==> src/rtl/call_ret_ctrl.sv <==
// Subroutine call/return sequencer: splits a 2-byte return address into two
// byte pushes on CALL, pops it back on RET, and guards the LIFO against over/underflow.
module call_ret_ctrl #(
    parameter int DATA_WIDTH = 8,
    parameter int DEPTH      = 3
) (
    input  logic                    CLK,
    input  logic                    nRST,
    input  logic                    CALL,
    input  logic                    RET,
    input  logic [2*DATA_WIDTH-1:0] RET_ADDR,
    input  logic [2*DATA_WIDTH-1:0] TARGET,
    output logic [2*DATA_WIDTH-1:0] PC_OUT,
    output logic                    PC_LOAD,
    output logic                    BUSY,
    output logic                    ERR_OVF,
    output logic                    ERR_UNF,
    output logic [DATA_WIDTH-1:0]   STK_WDATA,
    output logic                    STK_CE,
    output logic                    STK_nRW,
    input  logic [DATA_WIDTH-1:0]   STK_RDATA,
    input  logic                    STK_FULL,
    input  logic                    STK_EMPTY,
    output logic [2:0]              DBG_STATE,
    output logic [DEPTH:0]          DBG_COUNT
);

    localparam int AW = 2 * DATA_WIDTH;
    localparam logic [DEPTH:0] ONE      = (DEPTH+1)'(1);
    localparam logic [DEPTH:0] TWO      = (DEPTH+1)'(2);
    localparam logic [DEPTH:0] CALL_MAX = (DEPTH+1)'((1 << DEPTH) - 2);

    typedef enum logic [2:0] {
        S_IDLE    = 3'd0,
        S_PUSH_LO = 3'd1,
        S_PUSH_HI = 3'd2,
        S_POP_HI  = 3'd3,
        S_POP_LO  = 3'd4,
        S_FIN     = 3'd5,
        S_ERR     = 3'd6
    } state_t;

    state_t                state, next_state;
    logic [DEPTH:0]        count;
    logic [AW-1:0]         ret_q;
    logic [AW-1:0]         tgt_q;
    logic [DATA_WIDTH-1:0] hi_q;
    logic [AW-1:0]         pc_q;
    logic                  ovf_q;
    logic                  call_ok;
    logic                  ret_ok;

    assign call_ok = (count <= CALL_MAX) && !STK_FULL;
    assign ret_ok  = (count >= TWO) && !STK_EMPTY;

    always_ff @(posedge CLK or negedge nRST) begin
        if (!nRST) begin
            state <= S_IDLE;
            count <= '0;
            ret_q <= '0;
            tgt_q <= '0;
            hi_q  <= '0;
            pc_q  <= '0;
            ovf_q <= 1'b0;
        end else begin
            state <= next_state;
            case (state)
                S_IDLE: begin
                    if (CALL) begin
                        ovf_q <= !call_ok;
                        if (call_ok) begin
                            ret_q <= RET_ADDR;
                            tgt_q <= TARGET;
                        end
                    end else if (RET) begin
                        ovf_q <= 1'b0;
                    end
                end
                S_PUSH_LO: count <= count + ONE;
                S_PUSH_HI: begin
                    count <= count + ONE;
                    pc_q  <= tgt_q;
                end
                S_POP_HI: begin
                    count <= count - ONE;
                    hi_q  <= STK_RDATA;
                end
                S_POP_LO: begin
                    count <= count - ONE;
                    pc_q  <= {hi_q, STK_RDATA};
                end
                default: ;
            endcase
        end
    end

    always_comb begin
        next_state = state;
        STK_CE     = 1'b0;
        STK_nRW    = 1'b0;
        STK_WDATA  = '0;
        case (state)
            S_IDLE: begin
                // CALL has priority; a simultaneous RET is simply dropped.
                if (CALL)     next_state = call_ok ? S_PUSH_LO : S_ERR;
                else if (RET) next_state = ret_ok  ? S_POP_HI  : S_ERR;
            end
            S_PUSH_LO: begin
                STK_CE     = 1'b1;
                STK_nRW    = 1'b1;
                STK_WDATA  = ret_q[DATA_WIDTH-1:0];
                next_state = S_PUSH_HI;
            end
            S_PUSH_HI: begin
                STK_CE     = 1'b1;
                STK_nRW    = 1'b1;
                STK_WDATA  = ret_q[AW-1:DATA_WIDTH];
                next_state = S_FIN;
            end
            S_POP_HI: begin
                STK_CE     = 1'b1;
                next_state = S_POP_LO;
            end
            S_POP_LO: begin
                STK_CE     = 1'b1;
                next_state = S_FIN;
            end
            S_FIN:   next_state = S_IDLE;
            S_ERR:   next_state = S_IDLE;
            default: next_state = S_IDLE;
        endcase
    end

    assign PC_OUT    = pc_q;
    assign PC_LOAD   = (state == S_FIN);
    assign BUSY      = (state != S_IDLE);
    assign ERR_OVF   = (state == S_ERR) && ovf_q;
    assign ERR_UNF   = (state == S_ERR) && !ovf_q;
    assign DBG_STATE = state;
    assign DBG_COUNT = count;

endmodule

==> config.mk <==
export PLATFORM = sky130hd
export DESIGN_NAME = call_ret_ctrl
export DESIGN_NICKNAME = d
export VERILOG_FILES = /design/src/rtl/call_ret_ctrl.sv
export SDC_FILE = /design/constraint.sdc
export NUM_CORES = 1
export LEC_CHECK = 0
export CAP_MARGIN = 20
export CORE_MARGIN = 5
export CORE_UTILIZATION = 49
export CTS_CLUSTER_SIZE = 16
export DETAILED_ROUTE_END_ITERATION = 16
export HOLD_SLACK_MARGIN = 0.08
export PLACE_DENSITY = 0.9
export SYNTH_ARGS = -nofsm -noshare
export SYNTH_HDL_FRONTEND = slang
export SYNTH_SLANG_ARGS = --single-unit
==> constraint.sdc <==
create_clock -name CLK -period 2.4 [get_ports CLK]
set_input_delay 0.36 -clock CLK [delete_from_list [all_inputs] [get_ports CLK]]
set_output_delay 0.36 -clock CLK [all_outputs]
set_load 0.01 [all_outputs]
==> metrics.yaml, run 1 <==
critPathTopFamily: "buffers and inverters"
placed_cells: 420
synth.most_common_cell: "dfrtp_1"
synth-main-ff-cell: "dfrtp_1"
wl_per_cell_um: 18.64
final_max_slew_viol_count: 0
n_antenna_cell: 0
cts_buffers: 9
fp.dieW_um: 91.15
post_synth_and_or_nand_nor_area_fraction_pct: 10.16
synth_top_area_cell: "dfrtp_1"
vdd_ir_drop_max_mv: 0.7648
synth_area_per_cell_um2: 12.04
clk_latency_ns: 0.35
ant_nets: 0
synth_warnings: 0
yosys.area_share.adder_pct: 1.396
rsz0062_at_grt: "true"
wirelength_um: 8146
nFillCells: 460
cp-start-kind: "flop"
synth_common_cells: "dfrtp_1, mux2_2, a22oi_1"
numPortBuffers: 82
max_freq_mhz: 426.5
firstDrtPassIters: 4
ioPinCount: 83
synth-xor-area-share_pct: 1.318
h-tree-depth: 3
vias: 2482
crit_chain: "buf_6, nor2_4, xnor2_2, clkdlybuf4s50_1"
hold_viol: 0
worst_pin_slew_ns: 0.4452
area_delta_synth_final_pct: 35.98
seq_area_frac_synth_pct: 49.63
slowest_stage: "clkdlybuf4s50_1"
grt_pass1_vias: 2664
syn_area_um2: 3227
clock_sinks: 64
root_buffer: "clkbuf_8"
synth_cells: 268
dieArea_um2: 8308
finalCritPeriodShare_pct: 97.70
clkTransAtPathRegs_ns: 0.08
synth_top_family_by_area: "multiplexers"
setup_viol: 0
r2r_slack_ns: 0.27
switchingPower_w: 0.002330
comb_power_share_pct: 49.5
total_leakage_power_nw: 2.083
ys_ff_latch: 64
viasPerCell: 5.680
grt-ovfl-total: 0
synth_compound_area_share_pct: 14.00
fin_nets: 404
worst_ep_arrival_time_ns: 1.98
worst_clock_skew_ns: 0.008619
powerDensity_nw_per_um2: 1432
fin_crit_ns: 2.345
synth.area.top_cells: "dfrtp_1, mux2_2, a22oi_1, mux2i_1, a21o_1"
max_slew_margin_pct: 70.32
core_um2: 6386
power.total_w: 0.006282
synthMuxAreaShare_pct: 19.27
clockBufferDepth: 2
synth_top_area_share_pct: 49.63
synth_edf_count: 0
syn-num-nets: 317
rows: 29
grt_use_total_pct: 20.21
switching_share_pct: 37.09
critPathKind: "flop to primary output"
crit_path_max_incr_delay_ns: 0.62
critical_path.max_fanout: 18
critical_path_required_ns: 2.04
grt_max_degree: 25
dp_hpwl_um: 5781
final_cells: 437
async_flop_share_pct: 100.0
seq_power_share_pct: 33.7
p_int_w: 0.003952
clockPowerShare_pct: 16.8
grt_pass1_wl_um: 13370
drtIter0Drc: 163
end_kind: "primary output"
status: "finished clean"
postCtsSetupRepairBufs: 0
min_path_type: "input port to asynchronous set/reset pin"
initial_core_util_pct: 50.53
die_y_um: 91.15
synth.distinct_cells: 39
route.detailed.drc: 0
antenna_found_initial: 0
drive_gt1_share_pct: 21.11
maxCapViolCount: 0
place_congestion: 0.7676
cts_tree: "built"
critPathBufInv: 2
metrics by stage:
stage	worst slack [ns]	TNS, ns	utilization (%)	cell area, um2	hold WS, ns
6_report	0.05515	0	68.71	4388	0.4808
5_1_grt	-0.008459	-0.01604	68.71	4388	0.5169
4_1_cts	0.009983	0	68.28	4360	0.4795
3_5_place_dp	0.2392	0	64.40	4113	0.3266
3_3_place_gp	0.3419	0	64.40	4113	0.3365
2_1_floorplan	0.1969	0	-	3227	0.06441
logic make-up after synthesis:
family | count (synthesis)
fa+ha+maj | 3
buf+inv | 20
xor+xnor | 4
compound gates | 66
simple gates | 54
mux | 57
flops | 64
area by class of cell:
cell class	instances	area (um2)	share of cell area (%)
Sequential cell	64	1605	36.58
Tap cell	77	96.34	2.196
Clock inverter	6	92.59	2.110
Multi-Input combinational cell	184	1496	34.10
Clock buffer	10	137.6	3.137
Inverter	1	3.754	0.08554
Timing Repair Buffer	95	955.9	21.78
cell usage in the layout, fill, tap and decap left out, types with 3 or more instances in the layout:
cell	synthesis	routed
nand2_1	4	4
a22oi_1	24	24
mux2_2	38	38
dfrtp_1	64	63
nor3_1	3	3
buf_6	6	3
nor2_1	13	13
nand2b_1	3	3
mux2_1	3	3
buf_4	2	8
mux2i_1	16	16
a21oi_1	20	20
a21o_1	16	16
clkdlybuf4s50_1	0	73
nor2b_1	18	17
clkbuf_8	0	10
dlymetal6s2s_1	0	7
path summary, 6_finish.rpt:
path | start | cells after the start | to
max in group asynchronous | nRST | 3 | PC_OUT[12]$_DFFE_PN0N_
min reg2reg | tgt_q[3]$_DFFE_PN0P_ | 1 | tgt_q[3]$_DFFE_PN0P_
max reg2reg | DBG_STATE[2]$_DFFE_PN0P_ | 7 | DBG_COUNT[3]$_DFFE_PN0P_
min in group CLK | tgt_q[3]$_DFFE_PN0P_ | 1 | tgt_q[3]$_DFFE_PN0P_
min | nRST | 2 | DBG_STATE[2]$_DFFE_PN0P_
max | DBG_STATE[1]$_DFFE_PN0P_ | 4 | STK_CE
worst register-to-register path, stage by stage, from the launching register on:
cell and delay (ns):
dfrtp_4 0.59, nand3b_4 0.28, nand2_1 0.17, ha_1 0.29
a21oi_1 0.25, and4_1 0.25, nor3_2 0.05, xnor2_1 0.13
state kept, by name, indices dropped and copies added (netlist names):
name,count
ovf_q,1
PC_OUT,16
ret_q,16
DBG_STATE,3
tgt_q,16
hi_q,8
DBG_COUNT,4
power by group through the flow:
stage	sequential, W	clock (W)	combinational [W]
5_1_grt	0.00219	0.00113	0.00337
3_5_place_dp	0.00211	0	0.00308
2_1_floorplan	0.00204	0	0.00197
4_1_cts	0.00211	0.00108	0.00314
6_report	0.00212	0.00106	0.00311
3_3_place_gp	0.00208	0	0.00295
per-layer routing:
layer / vias up / wire, um / GRT usage (%) / part of all wire, %
met5: - / 0 / 0 / 0
met4: 0 / 154 / 7.213 / 1.9
met3: 16 / 718 / 7.438 / 8.8
met2: 98 / 4073 / 33.77 / 50
met1: 1225 / 3199 / 23.89 / 39
li1: 1143 / - / - / -
repair_timing:
action / in CTS / in global routing
setup endpoints to repair: 8 / 10
resized for setup: 3 / 10
hold endpoints to repair: 18 / 0
hold buffers: 1 / 0
No activity file was read; power rests on OpenSTA's default activity.
==> inputs of run 2 (changes only) <==
--- a/config.mk
+++ b/config.mk
@@ -5,13 +5,14 @@
 export SDC_FILE = /design/constraint.sdc
 export NUM_CORES = 1
 export LEC_CHECK = 0
+export ABC_CLOCK_PERIOD_IN_PS = 2000
 export CAP_MARGIN = 20
 export CORE_MARGIN = 5
-export CORE_UTILIZATION = 49
+export CORE_UTILIZATION = 44
 export CTS_CLUSTER_SIZE = 16
 export DETAILED_ROUTE_END_ITERATION = 16
 export HOLD_SLACK_MARGIN = 0.08
-export PLACE_DENSITY = 0.9
+export PLACE_DENSITY = 0.86
 export SYNTH_ARGS = -nofsm -noshare
 export SYNTH_HDL_FRONTEND = slang
 export SYNTH_SLANG_ARGS = --single-unit
==> constraint.sdc (replaced) <==
create_clock -name CLK -period 2 [get_ports CLK]
set_input_delay 0.3 -clock CLK [delete_from_list [all_inputs] [get_ports CLK]]
set_output_delay 0.3 -clock CLK [all_outputs]
set_load 0.01 [all_outputs]
==> run 2 against run 1 <==
  * Non-clock buffer count is 17 higher
  * Clock skew is 0.0016 ns higher
  * Flip-flop and latch count stayed put
  * Sequential share of layout area is 1.6 points lower
  * Total power is 27% higher
  * Core utilization is 5.2 points lower
  * Wire length is 1.2% higher
  * Clock power is 29% higher
  * Worst setup slack worse by 0.012 ns
==> metrics.yaml, run 2 (synthesized netlist as in run 1, its figures left out) <==
status: "finished clean"
n_antenna_cell: 0
clk_latency_ns: 0.35
max_freq_mhz: 511.1
finalCritPeriodShare_pct: 97.83
vias: 2538
vdd_ir_drop_max_mv: 0.8603
max_slew_margin_pct: 68.90
cts_buffers: 9
highest_layer: "met4"
wl_met3_um: 452
worst_pin_slew_ns: 0.4665
clkTransAtPathRegs_ns: 0.08
total_leakage_power_nw: 2.079
end_kind: "primary output"
route.met2.wl_um: 4112
cts_tree: "built"
fin_crit_ns: 1.957
dieArea_um2: 9146
grt_pass1_wl_um: 13120
switching_share_pct: 36.71
critical_path_required_ns: 1.70
dp_hpwl_um: 5525
drive_gt1_share_pct: 29.71
viasPerCell: 5.332
fin_nets: 421
placed_cell_area_um2: 4222
hold_viol: 0
setup_viol: 0
grt_use_total_pct: 18.73
drtIter0Drc: 130
comb_power_share_pct: 51.4
root_buffer: "clkbuf_8"
worst_slack_ns: 0.04347
powerDensity_nw_per_um2: 1745
grt_max_degree: 47
place_congestion: 0.7906
core_um2: 7214
ioPinCount: 83
fin_area_um2: 4583
rsz0062_at_grt: "true"
ant_nets: 0
critPathKind: "flop to primary output"
reg2regPathDepth: 10
seq_power_share_pct: 31.4
final_max_slew_viol_count: 0
preCtsSetupSlack_ns: 0.05754
fin_util_pct: 63.53
whs_ns: 0.4277
die_y_um: 95.64
min_path_type: "input port to asynchronous set/reset pin"
rows: 31
h-tree-depth: 3
numPortBuffers: 82
wl_per_cell_um: 17.33
fp.dieW_um: 95.64
maxCapViolCount: 0
clockBufferDepth: 2
antenna_found_initial: 0
firstDrtPassIters: 5
wirelength_um: 8247
grt-ovfl-total: 0
drt-met1-wl_um: 3543
clock_sinks: 64
layout_commonest_cell: "clkdlybuf4s50_1"
grt_pass1_vias: 2661
worst_clock_skew_ns: 0.01018
p_int_w: 0.005062
critical_path.max_fanout: 6
final_cells: 476
route.detailed.drc: 0
cp-start-kind: "flop"
initial_core_util_pct: 44.73
worst_ep_arrival_time_ns: 1.66
nFillCells: 577
placed_cells: 447
clockPowerShare_pct: 17.1
switchingPower_w: 0.002936
area_delta_synth_final_pct: 42.03
layout_common_cells: "clkdlybuf4s50_1, dfrtp_1, mux2_2"
run 2: changes by cell type in the layout (fill, tap and decap cells not counted), sizes merged:
| cell | delta |
|---|---|
| buf | +19 |
| clkinv | +1 |
| dlygate4sd2 | +2 |
| bufinv | +1 |
| clkbuf | +5 |
| clkdlybuf4s15 | +3 |
| dlymetal6s2s | -7 |
| clkdlybuf4s50 | -6 |
| clkinvlp | -1 |
run 2: through the flow:
stage / total power (W) / setup TNS, ns
finish: 0.007998 / 0
global placement: 0.006186 / 0
detailed placement: 0.006336 / 0
floorplan: 0.004918 / 0
CTS: 0.007824 / -0.08961
global route: 0.008536 / -0.09448
run 2: path summary, 6_finish.rpt:
kind,startpoint,endpoint,slack (ns)
worst max-delay path,DBG_STATE[0]$_DFFE_PN0P_,DBG_STATE[0],0.04
worst min-delay path,nRST,tgt_q[6]$_DFFE_PN0P_,0.43
worst max register to register,DBG_STATE[0]$_DFFE_PN0P_,DBG_COUNT[3]$_DFFE_PN0P_,0.07
worst min register to register,ret_q[10]$_DFFE_PN0P_,ret_q[10]$_DFFE_PN0P_,0.51
max in group asynchronous,nRST,DBG_STATE[1]$_DFFE_PN0P_,0.95
min in group CLK,ret_q[10]$_DFFE_PN0P_,ret_q[10]$_DFFE_PN0P_,0.51
run 2: metal layers:
metal	vias up	track usage, %
li1	1179	-
met1	1277	23.69
met2	71	30.75
met3	11	4.815
met4	0	7.109
met5	-	0
run 2: worst max-delay path, stage by stage (launching register included):
cell and delay (ns):
dfrtp_2 0.42, buf_4 0.15, buf_12 0.13, buf_4 0.14, clkdlybuf4s50_1 0.48
run 2: power by group through the flow:
stage | Sequential [W] | Combinational (W) | Clock (W)
final | 0.00251 | 0.00411 | 0.00137
after global routing | 0.00261 | 0.00448 | 0.00145
after CTS | 0.00249 | 0.00395 | 0.00139
after detailed placement | 0.00254 | 0.00380 | 0
after global placement | 0.00250 | 0.00368 | 0
after floorplan | 0.00246 | 0.00246 | 0
run 2: layout make-up:
cell class | instances | area, um2 | area share, %
Tap cell | 99 | 123.9 | 2.703
Sequential cell | 64 | 1605 | 35.03
Clock buffer | 9 | 123.9 | 2.703
Multi-Input combinational cell | 184 | 1565 | 34.15
Timing Repair Buffer | 112 | 1041 | 22.71
Inverter | 1 | 3.754 | 0.08190
Clock inverter | 7 | 120.1 | 2.621
run 2: repair_timing:
item	CTS	global route
hold buffers	1	0
resized for setup	25	23
endpoints found under the setup margin	15	10
pin swaps	1	8
endpoints found under the hold margin	18	0
setup buffers	9	3
